[src/rtl/image_mem_pkg.sv]
// Shared constants and arbiter state type for the image RAM window.
package image_mem_pkg;
  localparam int unsigned PROC_BASE  = 120;
  localparam int unsigned ORIG_BASE  = 160120;
  localparam int unsigned WIN_END    = 320119;
  localparam int unsigned IMG_PIXELS = 160000;
  localparam int unsigned RAM_DEPTH  = 320000;
  localparam int unsigned RAM_AW     = $clog2(RAM_DEPTH);

  typedef enum logic [2:0] {
    IDLE,
    ISSUE_CPU,
    ISSUE_DISP,
    RESP_CPU,
    RESP_DISP,
    ERR_CPU,
    ERR_DISP
  } arb_state_t;
endpackage

[src/rtl/image_addr_map.sv]
// Combinational translation of CPU IO addresses and display pixel indices
// into image RAM word addresses, with in-window flags.
module image_addr_map
  import image_mem_pkg::*;
(
  input  logic [21:0] cpu_addr,
  input  logic        disp_sel,
  input  logic [17:0] disp_idx,
  output logic [18:0] cpu_ram_addr,
  output logic        cpu_in_range,
  output logic [18:0] disp_ram_addr,
  output logic        disp_in_range
);
  // Processed and original images are contiguous in both spaces, so one offset covers both.
  assign cpu_in_range  = (cpu_addr >= 22'(PROC_BASE)) && (cpu_addr <= 22'(WIN_END));
  assign cpu_ram_addr  = RAM_AW'(cpu_addr - 22'(PROC_BASE));

  assign disp_in_range = disp_idx < 18'(IMG_PIXELS);
  assign disp_ram_addr = {1'b0, disp_idx} + (disp_sel ? RAM_AW'(ORIG_BASE - PROC_BASE) : '0);
endmodule

[src/rtl/image_mem_arbiter.sv]
// Two-requester arbiter for the single-port image RAM: display has priority,
// the CPU is guaranteed a grant after STARVE_LIMIT consecutive display grants.
module image_mem_arbiter
  import image_mem_pkg::*;
#(
  parameter int DATA_W       = 8,
  parameter int STARVE_LIMIT = 4
) (
  input  logic              clk,
  input  logic              rst,
  input  logic              cpu_req,
  input  logic              cpu_we,
  input  logic [21:0]       cpu_addr,
  input  logic [DATA_W-1:0] cpu_wdata,
  output logic [DATA_W-1:0] cpu_rdata,
  output logic              cpu_ack,
  output logic              cpu_err,
  input  logic              disp_req,
  input  logic              disp_sel,
  input  logic [17:0]       disp_idx,
  output logic [DATA_W-1:0] disp_rdata,
  output logic              disp_ack,
  output logic              ram_en,
  output logic              ram_we,
  output logic [18:0]       ram_addr,
  output logic [DATA_W-1:0] ram_wdata,
  input  logic [DATA_W-1:0] ram_rdata
);
  arb_state_t        state_reg;
  logic [2:0]        starve_cnt_reg;
  logic              ram_en_reg, ram_we_reg;
  logic [18:0]       ram_addr_reg;
  logic [DATA_W-1:0] ram_wdata_reg;
  logic              cpu_ack_reg, cpu_err_reg, disp_ack_reg;
  logic              cpu_rd_valid_reg, disp_rd_valid_reg;

  logic [18:0] cpu_ram_addr, disp_ram_addr;
  logic        cpu_in_range, disp_in_range;
  logic        arb_open, cpu_pend, disp_pend, at_limit, grant_cpu, grant_disp;

  image_addr_map u_addr_map (
    .cpu_addr      (cpu_addr),
    .disp_sel      (disp_sel),
    .disp_idx      (disp_idx),
    .cpu_ram_addr  (cpu_ram_addr),
    .cpu_in_range  (cpu_in_range),
    .disp_ram_addr (disp_ram_addr),
    .disp_in_range (disp_in_range)
  );

  // A requester whose ack is pulsing is still holding req; it must not be re-granted.
  assign arb_open   = (state_reg == IDLE) || (state_reg == RESP_CPU) || (state_reg == RESP_DISP);
  assign cpu_pend   = arb_open && cpu_req && (state_reg != RESP_CPU);
  assign disp_pend  = arb_open && disp_req && (state_reg != RESP_DISP);
  assign at_limit   = starve_cnt_reg == 3'(STARVE_LIMIT);
  assign grant_cpu  = cpu_pend && (!disp_pend || at_limit);
  assign grant_disp = disp_pend && !grant_cpu;

  always_ff @(posedge clk or posedge rst) begin
    if (rst) begin
      state_reg         <= IDLE;
      starve_cnt_reg    <= '0;
      ram_en_reg        <= 1'b0;
      ram_we_reg        <= 1'b0;
      ram_addr_reg      <= '0;
      ram_wdata_reg     <= '0;
      cpu_ack_reg       <= 1'b0;
      cpu_err_reg       <= 1'b0;
      disp_ack_reg      <= 1'b0;
      cpu_rd_valid_reg  <= 1'b0;
      disp_rd_valid_reg <= 1'b0;
    end else begin
      ram_en_reg        <= 1'b0;
      ram_we_reg        <= 1'b0;
      ram_addr_reg      <= '0;
      ram_wdata_reg     <= '0;
      cpu_ack_reg       <= 1'b0;
      cpu_err_reg       <= 1'b0;
      disp_ack_reg      <= 1'b0;
      cpu_rd_valid_reg  <= 1'b0;
      disp_rd_valid_reg <= 1'b0;

      if (!cpu_req || grant_cpu) begin
        starve_cnt_reg <= '0;
      end else if (grant_disp && !at_limit) begin
        starve_cnt_reg <= starve_cnt_reg + 3'd1;
      end

      case (state_reg)
        ISSUE_CPU: begin
          state_reg        <= RESP_CPU;
          cpu_ack_reg      <= 1'b1;
          cpu_rd_valid_reg <= !ram_we_reg;
        end
        ISSUE_DISP: begin
          state_reg         <= RESP_DISP;
          disp_ack_reg      <= 1'b1;
          disp_rd_valid_reg <= 1'b1;
        end
        ERR_CPU, ERR_DISP: state_reg <= IDLE;
        default: begin
          if (grant_cpu && cpu_in_range) begin
            state_reg     <= ISSUE_CPU;
            ram_en_reg    <= 1'b1;
            ram_we_reg    <= cpu_we;
            ram_addr_reg  <= cpu_ram_addr;
            ram_wdata_reg <= cpu_we ? cpu_wdata : '0;
          end else if (grant_cpu) begin
            state_reg   <= ERR_CPU;
            cpu_ack_reg <= 1'b1;
            cpu_err_reg <= 1'b1;
          end else if (grant_disp && disp_in_range) begin
            state_reg    <= ISSUE_DISP;
            ram_en_reg   <= 1'b1;
            ram_addr_reg <= disp_ram_addr;
          end else if (grant_disp) begin
            state_reg    <= ERR_DISP;
            disp_ack_reg <= 1'b1;
          end else begin
            state_reg <= IDLE;
          end
        end
      endcase
    end
  end

  assign ram_en     = ram_en_reg;
  assign ram_we     = ram_we_reg;
  assign ram_addr   = ram_addr_reg;
  assign ram_wdata  = ram_wdata_reg;
  assign cpu_ack    = cpu_ack_reg;
  assign cpu_err    = cpu_err_reg;
  assign disp_ack   = disp_ack_reg;
  // RAM read data arrives during the RESP cycle itself, so it is gated rather than re-registered.
  assign cpu_rdata  = cpu_rd_valid_reg ? ram_rdata : '0;
  assign disp_rdata = disp_rd_valid_reg ? ram_rdata : '0;
endmodule

[config.mk]
export PLATFORM = sky130hd
export DESIGN_NAME = image_mem_arbiter
export DESIGN_NICKNAME = d
export VERILOG_FILES = /design/src/rtl/image_mem_pkg.sv /design/src/rtl/image_addr_map.sv /design/src/rtl/image_mem_arbiter.sv
export SDC_FILE = /design/constraint.sdc
export NUM_CORES = 1
export LEC_CHECK = 0
export CORE_ASPECT_RATIO = 0.7
export CORE_MARGIN = 2
export CORE_UTILIZATION = 38
export CTS_CLUSTER_SIZE = 25
export DETAILED_ROUTE_END_ITERATION = 10
export HOLD_SLACK_MARGIN = 0.05
export PLACE_DENSITY = 0.84
export SLEW_MARGIN = 0
export SYNTH_ARGS = -nofsm -noshare
export SYNTH_HDL_FRONTEND = slang
export SYNTH_SLANG_ARGS = --single-unit
[constraint.sdc]
create_clock -name clk -period 2.64 [get_ports clk]
set_clock_uncertainty 0.1 [all_clocks]
set_input_delay 0.396 -clock clk [delete_from_list [all_inputs] [get_ports clk]]
set_output_delay 0.396 -clock clk [all_outputs]
set_load 0.03 [all_outputs]
-- After elaboration in Yosys (flattened, before gate mapping)
Cells that the tools add are included.
- bits in registers: 40
- bits in latches: 0
- RAM bits: 0
- bits in read-only memories: 0
- bits of input ports: 62
- output and inout port bits: 48
- logic and storage cells: 85
- memories: 0
- add/subtract/negate cells: 3
- multiply operators: 0
- div/mod/pow operators: 0
- order comparisons: 3
- equal/unequal tests: 9
- shifts and indexed selects: 0
- muxes and demuxes: 34
- bitwise logic cells: 0
- reductions and logical operators: 25
- operator list (cell ; number):
    two-way mux 19 bit ; 4
    two-way mux 8 bit ; 5
    >= comparator 22 x 7 -> 1 bit (second input constant) ; 1
    <= comparator 22 x 19 -> 1 bit (second input constant) ; 1
    adder 18 x 19 -> 19 bit ; 1
    subtractor 19 x 7 -> 19 bit (second input constant) ; 1
    < comparator 18 bit (second input constant) ; 1
    two-way mux 18 bit ; 1
    two-way mux 3 bit ; 6
    two-way mux 1 bit ; 15
    equality test 3 bit (second input constant) ; 4
    logical AND 1 bit ; 10
    case mux 3 bit (3 select lines) ; 1
    equality test 3 x 2 -> 1 bit (second input constant) ; 2
    OR reduction 3 bit ; 2
    zero test 1 bit ; 5
    logical OR 1 bit ; 4
    case mux 1 bit (2 select lines) ; 2
    OR reduction 4 bit ; 1
    adder 3 x 1 -> 3 bit (second input constant) ; 1
    equality test 3 x 1 -> 1 bit (second input constant) ; 1
    zero test 3 bit ; 1
    inequality test 3 x 2 -> 1 bit (second input constant) ; 1
    inequality test 3 bit (second input constant) ; 1
    other kinds (2) ; 2

-- Logic depth before layout (Yosys ltp)
- depth after elaboration: 15
- mapped depth: 8
- gate-level depth less buffers: 7

-- Cells and area by module
Synthesis repeated with hierarchy kept, for this count alone.
- cells, all modules: 281
- area, all modules: 2686.3 um2
- by module, submodules not included (module ; instances ; cells each ; area an instance (um2) ; sequential area each (um2)):
    image_mem_arbiter ; 1 ; 189 ; 1976.9 ; 1001.0
    image_addr_map ; 1 ; 92 ; 709.4 ; 0.0

-- Least setup slack after synthesis
OpenSTA, ideal clock, no wires.
- path kind: register -> register
- from: register state_reg[0]
- to: register ram_addr_reg[5] (netlist: ram_addr[5])
- library setup time: 120 ps
- arrival time: 1742 ps
- data required time: 2420 ps
- setup slack: 678 ps
- cell stages (with the launch flop): 9
- buffers on the path: 3
- clock period less this slack: 1962 ps
- cell sequence: dfrtp_1 buf_6 xor2_2 a211o_4 and3_4 nor4b_4 buf_6 buf_8 a22o_4
- cells in the longest elaborated chain, start to end: 15
- elaborated cells on any way between the ends: 27
- classes of those cells: eq/ne (8); mux (4); reduce/logical (15)
- ends and longest elaborated chain (item ; RTL line ; RTL):
    start: declaration ; image_mem_arbiter.sv:29 ; arb_state_t state_reg;
    start signal: assignment ; image_mem_arbiter.sv:61 ; state_reg <= IDLE;
    start signal: assignment ; image_mem_arbiter.sv:91 ; state_reg <= RESP_CPU;
    start signal: assignment ; image_mem_arbiter.sv:96 ; state_reg <= RESP_DISP;
    equality test 3 x 2 -> 1 bit / zero test 3 bit (equally long branches) ; image_mem_arbiter.sv:52 ; assign arb_open = (state_reg == IDLE) || (state_reg == RESP_CPU) || (state_reg == RESP_DISP);
    logical OR 1 bit (2 in series) ; image_mem_arbiter.sv:52 ;
    logical AND 1 bit (2 in series) ; image_mem_arbiter.sv:54 ; assign disp_pend = arb_open && disp_req && (state_reg != RESP_DISP);
    zero test 1 bit ; image_mem_arbiter.sv:56 ; assign grant_cpu = cpu_pend && (!disp_pend || at_limit);
    logical OR 1 bit ; image_mem_arbiter.sv:56 ;
    logical AND 1 bit ; image_mem_arbiter.sv:56 ;
    zero test 1 bit ; image_mem_arbiter.sv:57 ; assign grant_disp = disp_pend && !grant_cpu;
    logical AND 1 bit ; image_mem_arbiter.sv:57 ;
    logical AND 1 bit ; image_mem_arbiter.sv:112 ; end else if (grant_disp && disp_in_range) begin
    two-way mux 19 bit ; image_mem_arbiter.sv:112 ;
    two-way mux 19 bit ; image_mem_arbiter.sv:108 ; end else if (grant_cpu) begin
    two-way mux 19 bit ; image_mem_arbiter.sv:102 ; if (grant_cpu && cpu_in_range) begin
    two-way mux 19 bit * ; image_mem_arbiter.sv:89 ; case (state_reg)
    end signal: assignment ; image_mem_arbiter.sv:106 ; ram_addr_reg <= cpu_ram_addr;
    end signal: assignment ; image_mem_arbiter.sv:115 ; ram_addr_reg <= disp_ram_addr;
    end: declaration ; image_mem_arbiter.sv:32 ; logic [18:0] ram_addr_reg;
Mark *: on every way between the ends. The rest lies on a longest branch, timed or not.
A chain may end at the register's enable or synchronous reset.

-- Worst setup path in the final report
- from: input port cpu_addr[11]
- to: register ram_en_reg (netlist: ram_en)
- cells in the longest elaborated chain, start to end: 5
- elaborated cells on any way between the ends: 6
- classes of those cells: order compare (2); mux (2); reduce/logical (2)
- ends and longest elaborated chain (item ; RTL line ; RTL):
    start: declaration ; image_mem_arbiter.sv:13 ; input logic [21:0] cpu_addr,
    >= comparator 22 x 7 -> 1 bit / <= comparator 22 x 19 -> 1 bit (equally long branches) ; image_addr_map.sv:15 ; assign cpu_in_range = (cpu_addr >= 22'(PROC_BASE)) && (cpu_addr <= 22'(WIN_END));
    logical AND 1 bit * ; image_addr_map.sv:15 ;
    logical AND 1 bit * ; image_mem_arbiter.sv:102 ;
    two-way mux 1 bit * ; image_mem_arbiter.sv:102 ;
    two-way mux 1 bit * ; image_mem_arbiter.sv:89 ;
    end signal: assignment ; image_mem_arbiter.sv:73 ; ram_en_reg <= 1'b0;
    end signal: assignment ; image_mem_arbiter.sv:104 ; ram_en_reg <= 1'b1;
    end signal: assignment ; image_mem_arbiter.sv:114 ; ram_en_reg <= 1'b1;
    end: declaration ; image_mem_arbiter.sv:31 ; logic ram_en_reg, ram_we_reg;
Marks and branches as above.

==> run_results.csv <==
group,metric,value,unit
synth,syn-mean-instance-area,10.5,um2
cts,post_cts_hold_buffer_count,0,
setup_path,startpoint_type,"primary input",
grt,grt_util_all_layers,0.183,
pwr,cellPowerDensity,662,nW/um2
job,drv_cap,0,
routing,antenna_violating_nets_post_route,0,
cts,tritoncts_clock_tree,"done",
grt,grt_pass1_wl,9120,um
finish,areaGrowthSynthToFinish,57.4,%
timing,timing.slew.headroom,0.661,
setup_path,worst_r2r_path_depth,6,
timing,final_critical_path_setup_slack,0.336,ns
synth,ys_seq_area_frac,0.442,
synth,post-synth-top-count-cell,"sky130_fd_sc_hd__dfrtp_1",
setup_path,r2r-start,"state_reg[0]$_DFF_PP0_",
finish,post-route-util,0.623,
floorplanning,start_util,0.396,
synth,yosys-top-cells-area,"sky130_fd_sc_hd__dfrtp_1 (44%), sky130_fd_sc_hd__a22o_1 (7.0%), sky130_fd_sc_hd__xor2_1 (5.4%), sky130_fd_sc_hd__and2_1 (5.0%), sky130_fd_sc_hd__ha_1 (5.0%)",
timing,grt_setup_unrepaired,"false",
floorplanning,chipWidth,96.3,um
floorplanning,floorplan.die.height,68.6,um
floorplanning,std_cell_rows,23,
setup_path,crit_required,2.72,ns
cts,clkSlewWorstSetupHoldPaths,0.08,ns
setup_path,cp-startpoint,"cpu_addr[11]",
floorplanning,core,5730,um2
finish,largest_reg_flops,19,
timing,report.final.setup_viol,0,
setup_path,critPathMaxFanout,18,
placement,portBuffers,109,
synth,synthesis.nets,286,
timing,tightest_slew,0.509,ns
routing,post_drt_wl_per_cell,14.6,um
routing,vias_per_cell,5.08,
setup_path,r2r_slack,0.56,ns
timing,tns,0,ns
cts,clock_path_buffers,2,
timing,slew_violations,0,
setup_path,worst-setup-path-type,"in -> reg",
cts,worst_skew_pair.late_latency,0.29,ns
setup_path,critical_path.endpoint_type,"flop",
synth,synth_top_area_frac,0.442,
cts,cts-root-buf,"sky130_fd_sc_hd__clkbuf_8",
cts,cts_buffers,5,
routing,drc,0,
routing,dr_total_vias,2067,
cts,cts.htree.levels,2,
synth,number_of_distinct_standard_cells_referenced_by_the_synthesized_netlist,45,
grt,number_of_global_route_vias_before_repair,1965,
finish,n_antenna_cell,0,
synth,synth-main-ff-cell,"sky130_fd_sc_hd__dfrtp_1",
placement,gpl.final_weighted_congestion,0.942,
grt,initial_antenna_violation_count,0,
synth,synthArstFlopShare,1.00,
pwr,design_power_total,2.36,mW
synth,synth_cells,215,
setup_path,endpoint_of_the_worst_slack_reg_to_reg_timing_path,"ram_en$_DFF_PP0_",
placement,place.detailed.hpwl,4670,um
routing,dr.pass1.iters,4,
grt,global_route.overflow_total,0,
synth,synth.top_cells.by_count,"sky130_fd_sc_hd__dfrtp_1 (40), sky130_fd_sc_hd__a22o_1 (18), sky130_fd_sc_hd__and2_1 (18)",
routing,routed_wl,5930,um
synth,synth_seq_cells,40,
floorplanning,ports_placed_on_the_boundary,110,
cts,cts_resized,0,
synth,synthDominantAreaCellType,"sky130_fd_sc_hd__dfrtp_1",
timing,final_period_minus_worst_setup_slack,2.30,ns
finish,drive_above_1_share,0.0873,
pwr,power.ir.vdd_worst,260,uV
min_path,hp-class,"reg -> reg",
finish,nFillCells,471,
pwr,leakagePower,1.58,nW
synth,synth.cell_area,2270,um2
setup_path,worstPathArrival,2.38,ns
cts,cts_sinks,40,
setup_path,worst_setup_path_endpoint,"ram_en$_DFF_PP0_",
timing,final_hold_viol_count,0,
synth,post_synth_edffs,0,
timing,post-route-period-util,0.873,
cts,cts_setup_buffers,0,
synth,synthesis.yosys.warnings,0,
floorplanning,die_area,6610,um2
grt,grt_max_degree,41,
finish,design.final.nets,402,
outcome,result_of_the_run,"complete, no violations",
routing,detailedRoute.firstIterationViolations,59,
timing,achievable-frequency,434,MHz
placement,dpl_worst_slack,0.0436,ns
cell type report:
type                    instances  area, um2  area share
clock inverters                 3       46.3      0.0130
well taps                      75       93.8      0.0263
clock buffers                   5       68.8      0.0193
multi-input cells             161       1190       0.334
repair buffers                115       1140       0.318
inverters                       8       30.0     0.00842
flip-flops and latches         40       1000       0.281
layout by cell type (no fill, tap or decap), types with 3 or more instances in the layout:
cell type and n:
sky130_fd_sc_hd__a21oi_1 3, sky130_fd_sc_hd__a22o_1 18, sky130_fd_sc_hd__and2_1 18, sky130_fd_sc_hd__and3_1 8, sky130_fd_sc_hd__buf_4 6, sky130_fd_sc_hd__clkbuf_8 5, sky130_fd_sc_hd__clkdlybuf4s50_1 109, sky130_fd_sc_hd__dfrtp_1 40
sky130_fd_sc_hd__ha_1 9, sky130_fd_sc_hd__inv_1 8, sky130_fd_sc_hd__nand2_1 13, sky130_fd_sc_hd__nand3_1 10, sky130_fd_sc_hd__nand4_1 5, sky130_fd_sc_hd__nor2_1 11, sky130_fd_sc_hd__nor3_1 6, sky130_fd_sc_hd__nor4_1 3
sky130_fd_sc_hd__o21ai_0 5, sky130_fd_sc_hd__xnor2_1 7, sky130_fd_sc_hd__xor2_1 14
stage by stage:
stage	instance area, um2	std cells	hold WS (ns)
6_report	3570	407	0.327
5_1_grt	3570	407	0.375
4_1_cts	3570	407	0.329
3_5_place_dp	3450	399	0.319
3_3_place_gp	3450	399	0.311
2_1_floorplan	2270	215	0.350
routing by layer:
| layer | share of wire | routed length (um) | global-route usage | vias up |
|---|---|---|---|---|
| met1 | 0.41 | 2430 | 0.216 | 963 |
| met2 | 0.47 | 2800 | 0.324 | 100 |
| li1 | - | - | - | 1000 |
| met3 | 0.11 | 634 | 0.0543 | 4 |
| met5 | 0 | 0 | 0 | - |
| met4 | 0.0096 | 57 | 0.0599 | 0 |
logic make-up after synthesis:
group	count (synthesis)	synth area share
AOI/OAI and AO/OA	37	0.139
xor gates and xnor gates	22	0.0884
adders and majority gates	9	0.0497
buffers and inverters	14	0.0353
DFF	40	0.442
muxes	3	0.0138
and+or+nand+nor	90	0.232
worst min-delay path by stage:
stage                            from                          to  slack [ns]  cells after the start
2_1_floorplan  state_reg[2]$_DFF_PP0_      state_reg[1]$_DFF_PP0_        0.35                      1
3_3_place_gp         ram_we$_DFF_PP0_  cpu_rd_valid_reg$_DFF_PP0_        0.31                      1
3_5_place_dp         ram_we$_DFF_PP0_  cpu_rd_valid_reg$_DFF_PP0_        0.32                      1
4_1_cts              ram_we$_DFF_PP0_  cpu_rd_valid_reg$_DFF_PP0_        0.33                      1
5_1_grt              ram_we$_DFF_PP0_  cpu_rd_valid_reg$_DFF_PP0_        0.37                      1
6_report             ram_we$_DFF_PP0_  cpu_rd_valid_reg$_DFF_PP0_        0.33                      1
report_power, final:
group | internal [mW] | switching [mW]
Clock | 0.285 | 0.220
Combinational | 0.498 | 0.557
Sequential | 0.721 | 0.0824
worst max-delay path, cell delays in order:
cell                              delay (ns)
sky130_fd_sc_hd__clkdlybuf4s50_1        0.50
sky130_fd_sc_hd__nor3_2                 0.28
sky130_fd_sc_hd__nand3_1                0.20
sky130_fd_sc_hd__nor4_2                 0.40
sky130_fd_sc_hd__nor4b_4                0.09
sky130_fd_sc_hd__buf_4                  0.21
sky130_fd_sc_hd__or2_2                  0.30
Note: power is estimated with default switching activity, not from simulation.
==> patch, RTL diff (same flow settings) <==
Change the parameter `DATA_W` from 8 to 10.
--- a/src/rtl/image_mem_arbiter.sv
+++ b/src/rtl/image_mem_arbiter.sv
@@ -5,3 +5,3 @@
 #(
-  parameter int DATA_W       = 8,
+  parameter int DATA_W       = 10,
   parameter int STARVE_LIMIT = 4
Ports: changed (5 resized); port bits go from 110 to 120. No check against the original RTL was run, so the function may have changed too.
==> patch against the unedited design <==
- total power down 2.1%
- setup slack better by 0.018 ns
- routed wire length up 3.7%
- die area down 1.1%
- highest routed layer unchanged
- clock power down 15%
- area after synthesis down 1.2%
- critical path depth unchanged
- sequential cell count up 2
- final area up 1.6%
- cell count up 4.2%
==> patch: results (changes against the unedited design) <==
Seq Cell Count -> 42 (was 40)
Yosys cell types -> 41 (was 45)
Initial DRC Count -> 153 (was 59)
Slowest stage delay, CP -> 0.45 ns (was 0.50 ns)
Logic inverters -> 4 (was 8)
Share of layout cells above drive strength 1 -> 5.73% (was 8.73%)
Buffers on Ports -> 119 (was 109)
Met1 WL -> 2.53 mm (was 2.43 mm)
Largest cells by area after synthesis -> dfrtp_1 (47%), and2_1 (5.9%), ha_1 (5.0%) (was dfrtp_1 (44%), a22o_1 (7.0%), xor2_1 (5.4%))
PD cells -> 639 nW/µm² (was 662 nW/µm²)
Area of the multi-input gates -> 1150 µm² (was 1190 µm²)
Final clock-cell share -> 2.62% (was 3.23%)
Via/cell ratio -> 5.04 (was 5.08)
WL final -> 6.14 mm (was 5.93 mm)
Seq/Total Area, Yosys -> 46.9% (was 44.2%)
CP Max Fanout -> 16 (was 18)
Sequential share of cell area -> 29.0% (was 28.1%)
Grt met1 use -> 22.0% (was 21.6%)
Cell count of the worst reg-to-reg path -> 7 (was 6)
FF-to-FF setup slack -> 0.54 ns (was 0.56 ns)
Global routing usage on met3 -> 7.38% (was 5.43%)
Routability cong. -> 0.787 (was 0.942)
Peak VDD IR -> 0.000299 V (was 0.000260 V)
Placed Area -> 3530 µm² (was 3450 µm²)
Largest net degree at the start of global routing -> 18 (was 41)
Non-clk bufs -> 123 (was 115)
Finished Layout Cells -> 424 (was 407)
Mapped Nets -> 297 (was 286)
Vias in the first global route -> 2072 (was 1965)
Syn_area_per_cell -> 10.1 µm² (was 10.5 µm²)
Multi-In Gates -> 172 (was 161)
Synth cell count leaders -> dfrtp_1 (42), and2_1 (21), nand2_1 (17), nor2_1 (12) (was dfrtp_1 (40), a22o_1 (18), and2_1 (18), xor2_1 (14), nand2_1 (13))
Place WS -> 0.0433 ns (was 0.0436 ns)
Dpl hpwl -> 4.97 mm (was 4.67 mm)
R2r startpoint -> starve_cnt_reg[0] (was state_reg[0])
Status -> completed (unchanged)
Net switching power -> 0.877 mW (was 0.860 mW)
Clock Buffer Count -> 6 (was 5)
Met2 wire len -> 2.87 mm (was 2.80 mm)
Leakage -> 1.54 nW (was 1.58 nW)
Layout non-clock buf frac -> 33.7% (was 31.8%)
Hold_ws -> 0.238 ns (was 0.327 ns)
Reg2reg end -> ram_addr[5] (was ram_en)
Aggregate global-route resource usage -> 18.8% (was 18.3%)
First-pass GRT wire length -> 9.28 mm (was 9.12 mm)
Storage cell area -> 1050 µm² (was 1000 µm²)
Worst min path class -> in2async (was reg2reg)
Fill cells -> 487 (was 471)
Comb power frac -> 46.0% (was 44.6%)
-- patch: how the worst max path moves through the flow --
stage	startpoint	end	depth (start not counted)	slack [ns]
2_1_floorplan	starve_cnt_reg[0]	ram_addr[10]	8	0.72
3_3_place_gp	cpu_addr[11]	ram_addr[1]	7	0.11
3_5_place_dp	cpu_addr[11]	ram_addr[1]	7	0.04
4_1_cts	cpu_addr[12]	ram_addr[1]	7	0.36
5_1_grt	cpu_addr[12]	ram_addr[1]	7	0.15
6_report	cpu_addr[12]	ram_addr[1]	7	0.35
-- patch: cell families (layout without fill, tap and decap cells) --
logic type	Yosys count	in the layout	synth area share [%]
AOI/OAI and AO/OA	36	36	10.7
xor gates and xnor gates	22	22	8.60
adders and majority gates	9	9	5.03
buffers and inverters	8	135	1.84
DFF	42	42	46.9
muxes	1	1	0.447
and+or+nand+nor	104	104	26.5
-- patch: critical path: cells and delay by family --
family	cells	cell delay (ns)
and+or+nand+nor	4	1.07
buffers and inverters	2	0.65
AOI/OAI and AO/OA	1	0.24
